===== src/rtl/ps2_arrow_key_decoder_pkg.sv =====
// Shared PS/2 scan-code constants and decoder FSM encoding.
// Other PS/2 consumers import ps2_pkg to get the same prefix codes.
package ps2_pkg;

  localparam logic [7:0] PS2_EXT_PREFIX   = 8'hE0;
  localparam logic [7:0] PS2_BREAK_PREFIX = 8'hF0;
  localparam logic [7:0] PS2_CODE_LEFT    = 8'h6B;
  localparam logic [7:0] PS2_CODE_RIGHT   = 8'h74;

  localparam logic [1:0] ST_IDLE_ENC    = 2'd0;
  localparam logic [1:0] ST_EXT_ENC     = 2'd1;
  localparam logic [1:0] ST_BRK_ENC     = 2'd2;
  localparam logic [1:0] ST_EXT_BRK_ENC = 2'd3;

  typedef enum logic [1:0] {
    ST_IDLE    = ST_IDLE_ENC,
    ST_EXT     = ST_EXT_ENC,
    ST_BRK     = ST_BRK_ENC,
    ST_EXT_BRK = ST_EXT_BRK_ENC
  } ps2_state_e;

  typedef struct packed {
    logic left_key;
    logic right_key;
    logic left_held;
    logic right_held;
  } key_out_t;

endpackage


===== src/rtl/ps2_arrow_key_decoder_if.sv =====
// Byte stream from the PS/2 receiver and arrow-key outputs to the alarm FSM.
// master = receiver/consumer side, slave = the decoder.
interface ps2_arrow_key_decoder_if;

  logic [7:0] rx_data;
  logic       rx_valid;
  logic       rx_err;
  logic       left_key;
  logic       right_key;
  logic       left_held;
  logic       right_held;

  modport master (
    output rx_data, rx_valid, rx_err,
    input  left_key, right_key, left_held, right_held
  );

  modport slave (
    input  rx_data, rx_valid, rx_err,
    output left_key, right_key, left_held, right_held
  );

endinterface


===== src/rtl/ps2_arrow_key_decoder_timeout.sv =====
// Idle-cycle counter for discarding a stale PS/2 prefix; expired is high
// while enabled and the count has reached CYCLES-1.
module ps2_prefix_timeout #(
  parameter int unsigned CYCLES = 2500000
) (
  input  logic clk,
  input  logic rst_n,
  input  logic clear,
  input  logic enable,
  output logic expired
);

  localparam int unsigned W = $clog2(CYCLES);
  localparam logic [W-1:0] LAST = W'(CYCLES - 1);

  logic [W-1:0] count;

  // NOTE: sequential state uses non-blocking assignments so every register
  // samples the pre-edge values of its neighbours.
  always_ff @(posedge clk) begin
    if (!rst_n) begin
      count <= '0;
    end else if (clear) begin
      count <= '0;
    end else if (enable && !expired) begin
      count <= count + 1'b1;
    end
  end

  assign expired = enable && (count == LAST);

endmodule


===== src/rtl/ps2_arrow_key_decoder.sv =====
// Turns PS/2 scan-code bytes into one-shot left/right arrow make pulses plus
// held levels. Define PS2_TYPEMATIC_EN to pulse on typematic repeats too.
module ps2_arrow_key_decoder
  import ps2_pkg::*;
#(
  parameter int unsigned TIMEOUT_CYCLES = 2500000,
  parameter logic [7:0]  CODE_LEFT      = PS2_CODE_LEFT,
  parameter logic [7:0]  CODE_RIGHT     = PS2_CODE_RIGHT
) (
  input  logic                     clk,
  input  logic                     rst_n,
  ps2_arrow_key_decoder_if.slave   bus
);

  ps2_state_e state, state_n;
  key_out_t   out_q, out_n;
  logic       expired;

  ps2_prefix_timeout #(.CYCLES(TIMEOUT_CYCLES)) u_timeout (
    .clk     (clk),
    .rst_n   (rst_n),
    .clear   (bus.rx_valid || bus.rx_err || (state == ST_IDLE)),
    .enable  (state != ST_IDLE),
    .expired (expired)
  );

  always_ff @(posedge clk) begin
    if (!rst_n) begin
      state <= ST_IDLE;
      out_q <= '0;
    end else begin
      state <= state_n;
      out_q <= out_n;
    end
  end

  // NOTE: every output of this block is given a default first, so no path
  // leaves a variable unassigned and no latch is inferred.
  always_comb begin
    state_n           = state;
    out_n             = out_q;
    out_n.left_key    = 1'b0;
    out_n.right_key   = 1'b0;

    if (bus.rx_err) begin
      state_n = ST_IDLE;
    end else if (bus.rx_valid) begin
      state_n = ST_IDLE;
      unique case (state)
        ST_IDLE: begin
          if (bus.rx_data == PS2_EXT_PREFIX)        state_n = ST_EXT;
          else if (bus.rx_data == PS2_BREAK_PREFIX) state_n = ST_BRK;
        end
        ST_EXT: begin
          if (bus.rx_data == PS2_BREAK_PREFIX) begin
            state_n = ST_EXT_BRK;
          end else if (bus.rx_data == PS2_EXT_PREFIX) begin
            state_n = ST_EXT;
          end else if (bus.rx_data == CODE_LEFT) begin
            out_n.left_held = 1'b1;
`ifdef PS2_TYPEMATIC_EN
            out_n.left_key  = 1'b1;
`else
            out_n.left_key  = !out_q.left_held;
`endif
          end else if (bus.rx_data == CODE_RIGHT) begin
            out_n.right_held = 1'b1;
`ifdef PS2_TYPEMATIC_EN
            out_n.right_key  = 1'b1;
`else
            out_n.right_key  = !out_q.right_held;
`endif
          end
        end
        ST_BRK: ;
        ST_EXT_BRK: begin
          if (bus.rx_data == CODE_LEFT)       out_n.left_held  = 1'b0;
          else if (bus.rx_data == CODE_RIGHT) out_n.right_held = 1'b0;
        end
        default: ;
      endcase
    end else if (expired) begin
      // A prefix whose follow-up byte never arrived is dropped; held bits stay.
      state_n = ST_IDLE;
    end
  end

  assign bus.left_key   = out_q.left_key;
  assign bus.right_key  = out_q.right_key;
  assign bus.left_held  = out_q.left_held;
  assign bus.right_held = out_q.right_held;

endmodule


===== src/flat_wrapper.sv =====
// flat-port wrapper written by rule: the top's interface ports become plain ports
module ps2_arrow_key_decoder_flat import ps2_pkg::*;
#(
  parameter int unsigned TIMEOUT_CYCLES = 2500000,
  parameter logic [7:0]  CODE_LEFT      = PS2_CODE_LEFT,
  parameter logic [7:0]  CODE_RIGHT     = PS2_CODE_RIGHT
)
  (clk, rst_n, bus_rx_data, bus_rx_valid, bus_rx_err, bus_left_key, bus_right_key, bus_left_held, bus_right_held);
  ps2_arrow_key_decoder_if bus_i ();
  input  logic clk;
  input  logic rst_n;
  input wire logic [$bits(bus_i.rx_data)-1:0] bus_rx_data;
  input wire logic [$bits(bus_i.rx_valid)-1:0] bus_rx_valid;
  input wire logic [$bits(bus_i.rx_err)-1:0] bus_rx_err;
  output wire logic [$bits(bus_i.left_key)-1:0] bus_left_key;
  output wire logic [$bits(bus_i.right_key)-1:0] bus_right_key;
  output wire logic [$bits(bus_i.left_held)-1:0] bus_left_held;
  output wire logic [$bits(bus_i.right_held)-1:0] bus_right_held;
  assign bus_i.rx_data = bus_rx_data;
  assign bus_i.rx_valid = bus_rx_valid;
  assign bus_i.rx_err = bus_rx_err;
  assign bus_left_key = bus_i.left_key;
  assign bus_right_key = bus_i.right_key;
  assign bus_left_held = bus_i.left_held;
  assign bus_right_held = bus_i.right_held;
  ps2_arrow_key_decoder #(.TIMEOUT_CYCLES(TIMEOUT_CYCLES), .CODE_LEFT(CODE_LEFT), .CODE_RIGHT(CODE_RIGHT)) u_core (.clk(clk), .rst_n(rst_n), .bus(bus_i));
endmodule

===== config.mk =====
export PLATFORM = sky130hd
export DESIGN_NAME = ps2_arrow_key_decoder_flat
export DESIGN_NICKNAME = d
export VERILOG_FILES = /design/src/rtl/ps2_arrow_key_decoder_pkg.sv /design/src/rtl/ps2_arrow_key_decoder_if.sv /design/src/rtl/ps2_arrow_key_decoder_timeout.sv /design/src/rtl/ps2_arrow_key_decoder.sv /design/src/flat_wrapper.sv
export SDC_FILE = /design/constraint.sdc
export NUM_CORES = 1
export LEC_CHECK = 0
export BUFFER_PORTS_ARGS = -buffer_cell sky130_fd_sc_hd__buf_4
export CORE_UTILIZATION = 35
export DETAILED_ROUTE_END_ITERATION = 6
export PLACE_DENSITY_LB_ADDON = 0.05
export SKIP_CTS_REPAIR_TIMING = 1
export SLEW_MARGIN = 30
export SYNTH_ARGS = -nofsm -noshare
export SYNTH_HDL_FRONTEND = slang
export SYNTH_HIERARCHICAL = 1
export SYNTH_SLANG_ARGS = --single-unit

===== constraint.sdc =====
create_clock -name clk -period 1.9 [get_ports clk]
set_input_delay 0.285 -clock clk [delete_from_list [all_inputs] [get_ports clk]]
set_output_delay 0.285 -clock clk [all_outputs]
set_load 0.005 [all_outputs]

==> results of run 1 <==
-- report_power, final --
| group | switching [mW] | leakage (nW) | total [mW] | internal, mW |
|---|---|---|---|---|
| sequential | 0.0000131 | 0.228 | 0.583 | 0.583 |
| clock | 0.184 | 0.0288 | 0.370 | 0.186 |
| combinational | 0.0159 | 0.345 | 0.0372 | 0.0213 |
| total | 0.200 | 0.602 | 0.991 | 0.790 |
-- registers in the layout, indices dropped and copies added (netlist names) --
signal and count:
u_core/u_timeout/count 22, u_core/state 2, u_core/bus.left_held 1, u_core/bus.left_key 1, u_core/bus.right_held 1, u_core/bus.right_key 1
-- metrics by stage --
stage / util (%) / total power, mW / setup slack, ns / hold slack [ns]
2_1_floorplan: - / 0.611 / 0.0215 / 0.404
3_3_place_gp: 44.0 / 0.636 / 0.0366 / 0.452
3_5_place_dp: 44.0 / 0.637 / 0.0146 / 0.453
4_1_cts: 45.4 / 1.01 / -0.0111 / 0.258
5_1_grt: 46.6 / 1.04 / 0.00264 / 0.265
6_report: 46.6 / 0.991 / 0.0591 / 0.260
-- cells in the mapped netlist, drive strengths merged, types with 3 or more instances --
cell type,instances
nor2,7
mux2i,8
inv,3
a21oi,13
dfxtp,28
xnor2,5
or3,8
o21ai,8
a211oi,3
nand4,7
o31ai,4
nor3,5
clkbuf,4
nand2,19
nand3,9
or4,7
nand2b,9
nor4,4
-- routing by layer --
layer  share of wire, %  vias to the layer above  track usage, %
met5                  0                        -               0
met4                  0                        0            3.19
met3                2.5                        0            3.62
met2                 49                       13            28.6
met1                 49                      642            20.5
li1                   -                      695               -
-- cells by family (layout without fill, tap and decap cells) --
| group | Yosys count | in the layout | share of synthesized area [%] |
|---|---|---|---|
| DFF | 28 | 28 | 38.8 |
| AOI/OAI and AO/OA | 29 | 29 | 11.5 |
| xor gates and xnor gates | 5 | 5 | 3.03 |
| buffers and inverters | 9 | 43 | 2.85 |
| and+or+nand+nor | 90 | 90 | 37.5 |
| adders and majority gates | 1 | 1 | 0.865 |
| muxes | 8 | 8 | 5.54 |
-- placed cells by master, fill, tap and decap left out, types with 4 or more instances in the layout --
cell      count
buf_4        34
dfxtp_1      24
nand2_1      18
a21oi_1      11
nand2b_1      9
nand3_1       9
o21ai_0       8
mux2i_1       8
or3_1         8
nor2_1        7
nand4_1       6
xnor2_1       5
clkbuf_8      4
nor3_1        4
or4_4         4
o31ai_1       4
-- path summary, 6_finish.rpt --
path | slack [ns] | to | startpoint | depth (start not counted)
worst max-delay path | 0.06 | u_core/u_timeout/count[12] | u_core/u_timeout/count[1] | 6
worst min-delay path | 0.26 | u_core/state[1] | bus_rx_err | 3
worst min register to register | 0.46 | u_core/bus.left_key | u_core/bus.left_held | 1
worst max register to register | 0.06 | u_core/u_timeout/count[12] | u_core/u_timeout/count[1] | 6
-- critical path, cell delays in order (launching register included) --
cell and delay, ns:
dfxtp_4 0.38, ha_4 0.14, clkinv_2 0.06, or4_4 0.56, buf_6 0.16, or3_1 0.35
a21oi_1 0.12
-- cell type report --
type / instances / area (sq um) / share of cell area (%)
well taps: 50 / 62.6 / 3.38
inverters: 4 / 16.3 / 0.880
multi-input cells: 133 / 878 / 47.5
clock buffers: 4 / 55.1 / 2.98
repair buffers: 35 / 267 / 14.4
flip-flops and latches: 28 / 571 / 30.9
==> run_results.csv, run 1 <==
group,metric,value,unit
min_path,min_path_type,"in -> reg",
clock_tree,htree_num_levels,1,
yosys,ys.flop_type,"dfxtp_1",
drt,first_pass_iters,4,
die,start_util,36.4,%
yosys,ys_seq_elements,28,
critical_path,worstPathMaxFanout,6,
critical_path,cp-end-kind,"register",
finish,drive_gt1_share,28.9,%
yosys,synth.distinct_cells,39,
power_and_ir_drop,vdd_drop_max,401,uV
drt,vias,1350,
power_and_ir_drop,p_leak,0.602,nW
yosys,async_reset_ff_share,0,%
die,design.core.area,3970,sq um
clock_tree,cts_tree,"done",
sta,finalSetupViolCount,0,
global_routing,grt_first_pass_wirelength,5640,microns
finish,fill_cells,403,
critical_path,start_kind,"register",
die,dieWidth,66.3,microns
global_routing,grt_use_total,16.4,%
yosys,synth_top_area_share,38.8,%
yosys,synth_area_leader_cell,"dfxtp_1",
critical_path,critical_path_class,"reg -> reg",
placed_design,io_buffers,15,
sta,skew,0.00503,ns
yosys,syn_nets,183,
sta,period_needed,1.84,ns
placed_design,hpwl,2460,microns
placed_design,finalWeightedCongestion,0.757,
clock_tree,clockBufferDepth,2,
finish,final_area,1850,sq um
sta,finalCritPeriodShare,96.9,%
finish,diodes,0,
sta,tns,0,ns
drt,antenna_left,0,
global_routing,antenna_found_initial,0,
clock_tree,clk_pin_slew,0.10,ns
drt,drc_errors,0,
finish,final_cell_count_no_fill,254,
sta,slew_violations,0,
flow_run,max_cap_violations,0,
yosys,yosys_warnings,6,
drt,wl_per_cell,12.8,microns
yosys,synth_edf_count,0,
sta,worst_pin_slew,0.847,ns
yosys,synthTopCellsByArea,"dfxtp_1, mux2i_1, nand2_1, a21oi_1, nand2b_1",
yosys,ys_seq_area_share,38.8,%
status,outcome,"complete, no violations",
yosys,synthCells,170,
sta,rsz0062_at_grt,"false",
finish,num-nets-final,218,
yosys,syn_area_per_cell,8.51,sq um
clock_tree,insertion_delay,0.27,ns
drt,wirelength,3240,microns
clock_tree,clkSinkCount,28,
drt,vias_per_cell,5.31,
die,std_cell_rows,23,
critical_path,critical_path_arrival,2.05,ns
sta,max_slew_margin,43.4,%
global_routing,grt-ovfl-total,0,
die,boundaryPins,16,
die,die_area,4390,sq um
global_routing,grt_max_degree,17,
finish,area_growth,27.9,%
drt,first_iter_violations,51,
global_routing,grt_pass1_vias,1306,
sta,finalHoldViolCount,0,
die,die_y,66.3,microns
placed_design,postPlaceCellArea,1750,sq um
sta,fmaxAchievable,543,MHz
power_and_ir_drop,p_per_area,536,nW/um^2
placed_design,place_inst,248,
yosys,synth_area,1450,sq um
clock_tree,numCtsBuffers,3,
critical_path,critPathRequiredTime,2.11,ns
clock_tree,root_buffer,"clkbuf_8",
No activity file was read; power rests on OpenSTA's default activity.
==> inputs of run 2 (changes only) <==
Settings changed: RECOVER_POWER set to 50.
==> run_results.csv, run 2 (same netlist as run 1, synthesis figures left out) <==
group,metric,value,unit
status,outcome,"complete, no violations",
finish,final_area,1840,sq um
finish,num-nets-final,218,
critical_path,r2r_end,"u_core/u_timeout/count[12]",
drt,wl_per_cell,12.7,microns
global_routing,grt_use_total,16.4,%
clock_tree,cts_tree,"done",
sta,max_slew_margin,43.5,%
placed_design,place_inst,248,
power_and_ir_drop,design_power_total,0.990,mW
finish,layout_common_cells,"buf_4, dfxtp_1, nand2_1",
placed_design,postPlaceCellArea,1750,sq um
clock_tree,clkSinkCount,28,
finish,regMostFlops,"u_core/u_timeout/count",
sta,worst_pin_slew,0.846,ns
critical_path,worstPathMaxFanout,6,
finish,fill_cells,408,
min_path,hold_end,"u_core/state[1]",
sta,finalSetupViolCount,0,
clock_tree,numCtsBuffers,3,
drt,vias_per_cell,5.30,
critical_path,critical_path_arrival,2.05,ns
drt,vias,1347,
critical_path,rr_worst_depth,6,
drt,wirelength,3240,microns
die,dieWidth,66.3,microns
sta,skew,0.00475,ns
finish,diodes,0,
drt,first_pass_iters,4,
power_and_ir_drop,p_leak,0.587,nW
critical_path,cp-end-kind,"register",
die,design.core.area,3970,sq um
finish,layout_commonest_cell,"buf_4",
sta,fmaxAchievable,543,MHz
finish,largest_register_ffs,22,
critical_path,crit_start,"u_core/u_timeout/count[1]",
critical_path,critical_path.slowest_cell,"or4_4",
finish,final_cell_count_no_fill,254,
die,start_util,36.4,%
global_routing,grt_max_degree,17,
die,boundaryPins,16,
critical_path,rrSetupSlack,0.06,ns
die,die_area,4390,sq um
min_path,hp-start,"bus_rx_err",
finish,drive_gt1_share,27.5,%
critical_path,slowest_delay,0.56,ns
clock_tree,root_buffer,"clkbuf_8",
clock_tree,clockBufferDepth,2,
drt,first_iter_violations,48,
power_and_ir_drop,p_per_area,539,nW/um^2
drt,drc_errors,0,
sta,slew_violations,0,
sta,period_needed,1.84,ns
critical_path,critPathRequiredTime,2.11,ns
die,die_y,66.3,microns
die,std_cell_rows,23,
global_routing,grt_pass1_vias,1306,
placed_design,hpwl,2460,microns
clock_tree,insertion_delay,0.27,ns
power_and_ir_drop,vdd_drop_max,401,uV
finish,area_growth,27.1,%
critical_path,crit_chain,"ha_4 -> clkinv_2 -> or4_4 -> buf_6 -> or3_1 -> a21oi_1",
critical_path,timing.rr.start,"u_core/u_timeout/count[1]",
global_routing,antenna_found_initial,0,
global_routing,grt_first_pass_wirelength,5640,microns
finish,top_regs,"u_core/u_timeout/count: 22 flops, u_core/state: 2 flops",
clock_tree,htree_num_levels,1,
sta,finalCritPeriodShare,96.9,%
drt,antenna_left,0,
sta,finalHoldViolCount,0,
flow_run,max_cap_violations,0,
sta,whs,0.261,ns
clock_tree,clk_pin_slew,0.10,ns
critical_path,start_kind,"register",
global_routing,grt-ovfl-total,0,
min_path,min_path_type,"in -> reg",
placed_design,io_buffers,15,
placed_design,finalWeightedCongestion,0.757,
min_path,holdPathStages,3,
critical_path,critical_path_class,"reg -> reg",
## run 2: critical path: cells and delay by family (launching register included)
kind | cells | cell delay, ns
fa+ha+maj | 1 | 0.14
simple gates | 2 | 0.91
compound gates | 1 | 0.12
flops | 1 | 0.38
buf+inv | 2 | 0.22
## run 2: how the worst max path moves through the flow
stage                                             to  slack (ns)  cells past startpoint
after floorplan           u_core/u_timeout/count[18]        0.02                      6
after global placement    u_core/u_timeout/count[12]        0.04                      6
after detailed placement  u_core/u_timeout/count[12]        0.01                      6
after CTS                 u_core/u_timeout/count[12]       -0.01                      6
after global routing       u_core/u_timeout/count[4]       -0.01                      6
final                     u_core/u_timeout/count[12]        0.06                      6
## run 2: per-stage QoR
| step | setup slack (ns) | setup TNS [ns] | utilization [%] |
|---|---|---|---|
| 3_5_place_dp | 0.0146 | 0 | 44.0 |
| 5_1_grt | -0.0102 | -0.0181 | 46.3 |
| 6_report | 0.0591 | 0 | 46.3 |
| 3_3_place_gp | 0.0366 | 0 | 44.0 |
| 2_1_floorplan | 0.0215 | 0 | - |
| 4_1_cts | -0.0111 | -0.0113 | 45.4 |
## run 2: area by class of cell
type	count	area, sq um	area share (%)
flip-flops and latches	28	571	31.0
clock buffers	4	55.1	3.00
well taps	50	62.6	3.40
inverters	4	16.3	0.885
repair buffers	35	255	13.9
multi-input cells	133	878	47.8
## run 2: layer usage
metal | GRT usage, % | routed length [microns] | up-vias | share of wire, %
li1 | - | - | 695 | -
met1 | 20.5 | 1590 | 639 | 49
met2 | 28.6 | 1570 | 13 | 49
met3 | 3.62 | 78 | 0 | 2.4
met4 | 3.19 | 0 | 0 | 0
met5 | 0 | 0 | - | 0
## run 2: power breakdown
group	switching [mW]	total [mW]	internal, mW	leakage [nW]
combinational	0.0159	0.0372	0.0212	0.330
clock	0.184	0.369	0.186	0.0288
sequential	0.0000130	0.583	0.583	0.228
